$ cat src/rtl/add_arb_pkg.sv
// Shared constants, requester id type and round-robin pick helper for the
// adder request arbiter.
package add_arb_pkg;

  localparam int NUM_REQ_DEF   = 4;
  localparam int DATA_W_DEF    = 8;
  localparam int MAX_OUTST_DEF = 4;
  localparam int MAX_REQ       = 8;

  typedef logic [$clog2(MAX_REQ)-1:0] req_id_t;

  // One-hot winner: first set bit of valid searching ptr, ptr+1, ... wrapping at n.
  function automatic logic [MAX_REQ-1:0] rr_pick(input logic [MAX_REQ-1:0] valid,
                                                 input req_id_t ptr,
                                                 input int n);
    int   idx;
    logic found;
    rr_pick = '0;
    found   = 1'b0;
    for (int k = 0; k < MAX_REQ; k++) begin
      if (k < n) begin
        idx = int'(ptr) + k;
        if (idx >= n) idx = idx - n;
        if (!found && valid[idx]) begin
          rr_pick[idx] = 1'b1;
          found        = 1'b1;
        end
      end
    end
  endfunction

endpackage

$ cat src/rtl/add_arb_tag_fifo.sv
// In-order FIFO of requester ids for outstanding adder operations.
// A push is accepted while full when a pop happens in the same cycle.
module add_arb_tag_fifo #(
  parameter int WIDTH = 2,
  parameter int DEPTH = 4
) (
  input  logic                     clk,
  input  logic                     rst_n,
  input  logic                     push,
  input  logic [WIDTH-1:0]         push_data,
  input  logic                     pop,
  output logic [WIDTH-1:0]         head,
  output logic                     full,
  output logic                     empty,
  output logic [$clog2(DEPTH):0]   count
);
  localparam int AW = $clog2(DEPTH);
  localparam int CW = AW + 1;
  localparam logic [CW-1:0] DEPTH_CNT = CW'(DEPTH);

  logic [WIDTH-1:0] mem_q [DEPTH];
  logic [AW-1:0]    wrPtr_q, rdPtr_q;
  logic [CW-1:0]    count_q;
  logic             doPush, doPop;

  assign empty  = (count_q == '0);
  assign full   = (count_q == DEPTH_CNT);
  assign doPop  = pop & ~empty;
  assign doPush = push & (~full | doPop);
  assign head   = mem_q[rdPtr_q];
  assign count  = count_q;

  always_ff @(posedge clk) begin
    if (doPush) mem_q[wrPtr_q] <= push_data;
  end

  // Pointers wrap naturally because DEPTH is a power of two.
  always_ff @(posedge clk or negedge rst_n) begin
    if (!rst_n) begin
      wrPtr_q <= '0;
      rdPtr_q <= '0;
      count_q <= '0;
    end else begin
      if (doPush) wrPtr_q <= wrPtr_q + AW'(1);
      if (doPop)  rdPtr_q <= rdPtr_q + AW'(1);
      case ({doPush, doPop})
        2'b10:   count_q <= count_q + CW'(1);
        2'b01:   count_q <= count_q - CW'(1);
        default: count_q <= count_q;
      endcase
    end
  end

endmodule

$ cat src/rtl/add_req_arbiter.sv
// Round-robin arbiter sharing one adder among NUM_REQ requesters; results come
// back in issue order and are steered to their requester via a tag FIFO.
module add_req_arbiter
  import add_arb_pkg::*;
#(
  parameter int NUM_REQ   = NUM_REQ_DEF,
  parameter int DATA_W    = DATA_W_DEF,
  parameter int MAX_OUTST = MAX_OUTST_DEF
) (
  input  logic                        clk,
  input  logic                        rst_n,
  input  logic                        enable,
  input  logic [NUM_REQ-1:0]          req_valid,
  input  logic [NUM_REQ*DATA_W-1:0]   req_a,
  input  logic [NUM_REQ*DATA_W-1:0]   req_b,
  output logic [NUM_REQ-1:0]          req_ready,
  output logic                        add_valid,
  input  logic                        add_ready,
  output logic [DATA_W-1:0]           add_a,
  output logic [DATA_W-1:0]           add_b,
  input  logic                        add_res_valid,
  input  logic [DATA_W:0]             add_res,
  output logic [NUM_REQ-1:0]          rsp_valid,
  output logic [DATA_W:0]             rsp_sum,
  output logic [$clog2(MAX_OUTST):0]  outstanding,
  output logic                        busy,
  output logic                        err_unexp
);
  localparam int ID_W  = $clog2(NUM_REQ);
  localparam int CNT_W = $clog2(MAX_OUTST) + 1;
  localparam logic [ID_W-1:0] LAST_ID = ID_W'(NUM_REQ - 1);

  logic [ID_W-1:0]    rrPtr_q, rrPtr_d;
  logic [NUM_REQ-1:0] rspValid_q, rspValid_d;
  logic [DATA_W:0]    rspSum_q, rspSum_d;
  logic               errUnexp_q, errUnexp_d;

  logic [MAX_REQ-1:0] validPad, pickPad;
  logic [NUM_REQ-1:0] pick;
  logic [ID_W-1:0]    winner, fifoHead;
  logic [CNT_W-1:0]   fifoCount;
  logic               fifoFull, fifoEmpty, canIssue, fire, pop;

  // A result popping this cycle frees a slot, so a full FIFO can still issue.
  assign pop      = add_res_valid & ~fifoEmpty;
  assign canIssue = enable & add_ready & (~fifoFull | pop);
  assign fire     = add_valid & add_ready;

  always_comb begin
    validPad                = '0;
    validPad[NUM_REQ-1:0]   = req_valid;
    pickPad                 = rr_pick(validPad, req_id_t'(rrPtr_q), NUM_REQ);
    pick                    = pickPad[NUM_REQ-1:0];
  end

  always_comb begin
    winner    = '0;
    add_a     = '0;
    add_b     = '0;
    req_ready = canIssue ? pick : '0;
    for (int i = 0; i < NUM_REQ; i++) begin
      if (pick[i]) winner = ID_W'(i);
      if (req_ready[i]) begin
        add_a = req_a[i*DATA_W +: DATA_W];
        add_b = req_b[i*DATA_W +: DATA_W];
      end
    end
    add_valid = |req_ready;
  end

  always_comb begin
    rrPtr_d    = rrPtr_q;
    rspValid_d = '0;
    rspSum_d   = rspSum_q;
    errUnexp_d = errUnexp_q | (add_res_valid & fifoEmpty);
    if (fire) rrPtr_d = (winner == LAST_ID) ? '0 : winner + ID_W'(1);
    if (pop) begin
      rspValid_d[fifoHead] = 1'b1;
      rspSum_d             = add_res;
    end
  end

  always_ff @(posedge clk or negedge rst_n) begin
    if (!rst_n) begin
      rrPtr_q    <= '0;
      rspValid_q <= '0;
      rspSum_q   <= '0;
      errUnexp_q <= 1'b0;
    end else begin
      rrPtr_q    <= rrPtr_d;
      rspValid_q <= rspValid_d;
      rspSum_q   <= rspSum_d;
      errUnexp_q <= errUnexp_d;
    end
  end

  add_arb_tag_fifo #(
    .WIDTH (ID_W),
    .DEPTH (MAX_OUTST)
  ) u_tag_fifo (
    .clk       (clk),
    .rst_n     (rst_n),
    .push      (fire),
    .push_data (winner),
    .pop       (pop),
    .head      (fifoHead),
    .full      (fifoFull),
    .empty     (fifoEmpty),
    .count     (fifoCount)
  );

  assign rsp_valid   = rspValid_q;
  assign rsp_sum     = rspSum_q;
  assign outstanding = fifoCount;
  assign busy        = (fifoCount != '0);
  assign err_unexp   = errUnexp_q;

endmodule

$ cat config.mk
export PLATFORM = sky130hd
export DESIGN_NAME = add_req_arbiter
export DESIGN_NICKNAME = d
export VERILOG_FILES = /design/src/rtl/add_arb_pkg.sv /design/src/rtl/add_arb_tag_fifo.sv /design/src/rtl/add_req_arbiter.sv
export SDC_FILE = /design/constraint.sdc
export NUM_CORES = 1
export LEC_CHECK = 0
export BUFFER_PORTS_ARGS = -buffer_cell sky130_fd_sc_hd__buf_4
export CAP_MARGIN = 40
export CORE_MARGIN = 8
export CORE_UTILIZATION = 38
export CTS_CLUSTER_DIAMETER = 100
export CTS_CLUSTER_SIZE = 30
export DETAILED_ROUTE_END_ITERATION = 6
export PLACE_DENSITY = 0.69
export SYNTH_ARGS = -nofsm -noshare
export SYNTH_HDL_FRONTEND = slang
export SYNTH_SLANG_ARGS = --single-unit
$ cat constraint.sdc
create_clock -name clk -period 4 [get_ports clk]
set_input_delay 0.2 -clock clk [delete_from_list [all_inputs] [get_ports clk]]
set_output_delay 0.2 -clock clk [all_outputs]
set_load 0.05 [all_outputs]
==> metrics.yaml <==
setup_path:
  crit_fanout: 34
  cp-end-kind: "output pin"
  cp_slowest_cell: "dfrtp_1"
  path_buf_inv: 3
  critPathKind: "register to output pin"
  cpLargestDelayFamily: "compound AO/OA/AOI/OAI gates"
  critical_path.startpoint_type: "register"
  cp_common_cell: "buf_4"
  crit_arrival_ns: 3.52
  path_cells: "inv_1 -> ha_1 -> nor3_2 -> a211oi_2 -> a32o_1 -> o21ai_4 -> buf_4 -> nand3_2 -> o221a_2 -> buf_4"
  critPathMaxStageDelay_ns: 0.48
  critPathRequiredTime_ns: 3.80
detailed_routing:
  drtPass1Iterations: 4
  wl_met2_um: 3660
  first_iter_violations: 74
  met3_length_um: 802
  ant_nets: 0
  viasPerCell: 5.35
  wire_per_inst_um: 16.8
  finalWirelength_um: 7470
  drcViolationCount: 0
  wl_met1_um: 2960
  vias: 2377
  highest_layer: "met4"
placed_design:
  portBuffers: 120
  dp.cells: 436
  hpwl_um: 6040
  place.gp.congestion: 0.794
synth:
  yosys.area.top_type: "dfrtp_1"
  synth_warnings: 0
  synthTopCellsByArea: "dfrtp_1, edfxtp_1, o221a_2"
  synth_ff_type: "dfrtp_1"
  syn-instance-count: 247
  synthDistinctLibCells: 53
  synth_seq_area_share_pct: 34.4
  syn-num-nets: 343
  ys_top_cells_by_count: "nand2_1, inv_1, dfrtp_1"
  synth_top_area_share_pct: 24.2
  syn_area_um2: 2370
  avgSynthCellArea_um2: 9.61
  synth_seq_cells: 31
  synthArstFlopShare_pct: 74.2
  synth-edff-count: 8
  synthMostInstantiatedCell: "nand2_1"
power_and_ir_drop:
  power_w: 0.00324
  power.density_nw_per_um2: 939
  max-vdd-ir-drop_mv: 0.462
  cellLeakagePower_nw: 1.72
floorplan:
  dieWidth_um: 95.0
  rows: 28
  die-area_um2: 9030
  start_util_pct: 39.6
  ioPinCount: 121
  die_y_um: 95.0
  core_area_um2: 5990
flow_run:
  drv_cap: 0
finish:
  synthToLayoutAreaGrowth_pct: 45.3
  final_cell_count_no_fill: 444
  drive_above_1_share_pct: 46.1
  nets: 465
  final_core_util_pct: 57.6
  final.fill_count: 550
  insertedDiodeCount: 0
sta:
  finalCriticalPeriod_ns: 3.72
  hold_viol_final: 0
  worst_pin_slew_ns: 0.572
  setup_viol: 0
  tns_ns: 0
  holdWs_ns: 0.116
  slew_viol_final: 0
  timing.fmax_mhz: 269
  max-slew-margin-rel_pct: 61.9
  min_period_over_period_pct: 93.1
  rsz0062_at_grt: "no"
  clock_skew_ns: 0.00315
clock_tree:
  cts_buffers: 5
  postCtsHoldBufs: 1
  cts_buffer_depth: 2
  clock_tree.root_cell: "clkbuf_8"
  cts_resized: 0
  postCtsSetupBuffers: 0
  cts_tree: "built"
  clk_latency_ns: 0.27
  h-tree-depth: 2
  clk_pin_slew_ns: 0.06
  cts.sinks: 31
global_route:
  grt_pass1_wl_um: 11600
  antenna_found_initial: 0
  grt_pass1_vias: 2365
  grt_use_total_pct: 15.8
  grt_overflow: 0
  grt_max_degree: 35
hold_path:
  hp-class: "primary input to register"
status:
  status: "finished, final reports clean"
tightest hold or removal path, cell delays in order:
cell	delay (ns)
buf_4	0.08
nand2_1	0.04
nand2_1	0.05
power by group:
group	internal [W]	leakage (nW)	switching, W
Combinational	0.000884	1.32	0.00153
Clock	0.000135	0.0470	0.000105
Sequential	0.000495	0.352	0.0000895
stage by stage:
step / cell area [um2] / setup WS (ns)
4_1_cts: 3450 / 0.248
5_1_grt: 3450 / 0.0389
3_5_place_dp: 3350 / 0.561
3_3_place_gp: 3350 / 0.610
6_report: 3450 / 0.276
2_1_floorplan: 2370 / 0.541
final timing paths:
path	from	endpoint	slack, ns	depth (start not counted)
min reg2reg	err_unexp	err_unexp	0.47	1
max reg2reg	rrPtr_q[1]	u_tag_fifo.count[2]	0.56	13
max in group asynchronous	rst_n	u_tag_fifo.wrPtr_q[0]	3.41	2
min in group asynchronous	rst_n	rsp_sum[6]	0.37	2
max	rrPtr_q[1]	add_b[3]	0.28	10
min	add_res[8]	rsp_sum[8]	0.12	3
state kept, by name, indices dropped and copies added, names as in the netlist:
| signal | count |
|---|---|
| err_unexp | 1 |
| rrPtr_q | 2 |
| rsp_sum | 9 |
| rsp_valid | 4 |
| u_tag_fifo.count | 3 |
| u_tag_fifo.mem_q | 8 |
| u_tag_fifo.rdPtr_q | 2 |
| u_tag_fifo.wrPtr_q | 2 |
cells by family after synthesis:
| logic type | share of synthesized area [%] |
|---|---|
| AND/OR/NAND/NOR | 18.6 |
| AO/OA/AOI/OAI | 22.7 |
| buffers and inverters | 8.43 |
| flip-flops | 34.4 |
| adder cells (fa/ha/maj) | 7.70 |
| multiplexers | 6.01 |
| XOR/XNOR | 2.21 |
per-layer routing:
layer / GRT usage (%) / up-vias
li1: - / 1162
met1: 18.8 / 1114
met2: 26.1 / 97
met3: 6.76 / 4
met4: 3.12 / 0
met5: 0 / -
layout make-up:
class	instances	area, um2	share of cell area [%]
inverter	33	124	3.59
multi-input combinational	169	1360	39.4
clock buffer	6	82.6	2.39
sequential	31	816	23.6
clock inverter	1	5.00	0.145
tap	75	93.8	2.72
timing repair buffer	129	971	28.1
placed cells by master (no fill, tap or decap), types with 3 or more instances in the layout:
cell,synthesis,layout
a32o_1,3,3
buf_4,1,128
clkbuf_8,0,6
dfrtp_1,23,23
edfxtp_1,8,8
ha_1,13,13
inv_1,33,33
mux4_2,3,3
nand2_1,37,37
nand4_1,16,16
nor2_1,6,6
nor2b_1,5,5
nor3b_1,3,3
o2111ai_1,16,16
o21ai_0,7,7
o221a_2,16,16
xnor2_1,4,4
No activity file was read; power rests on OpenSTA's default activity.
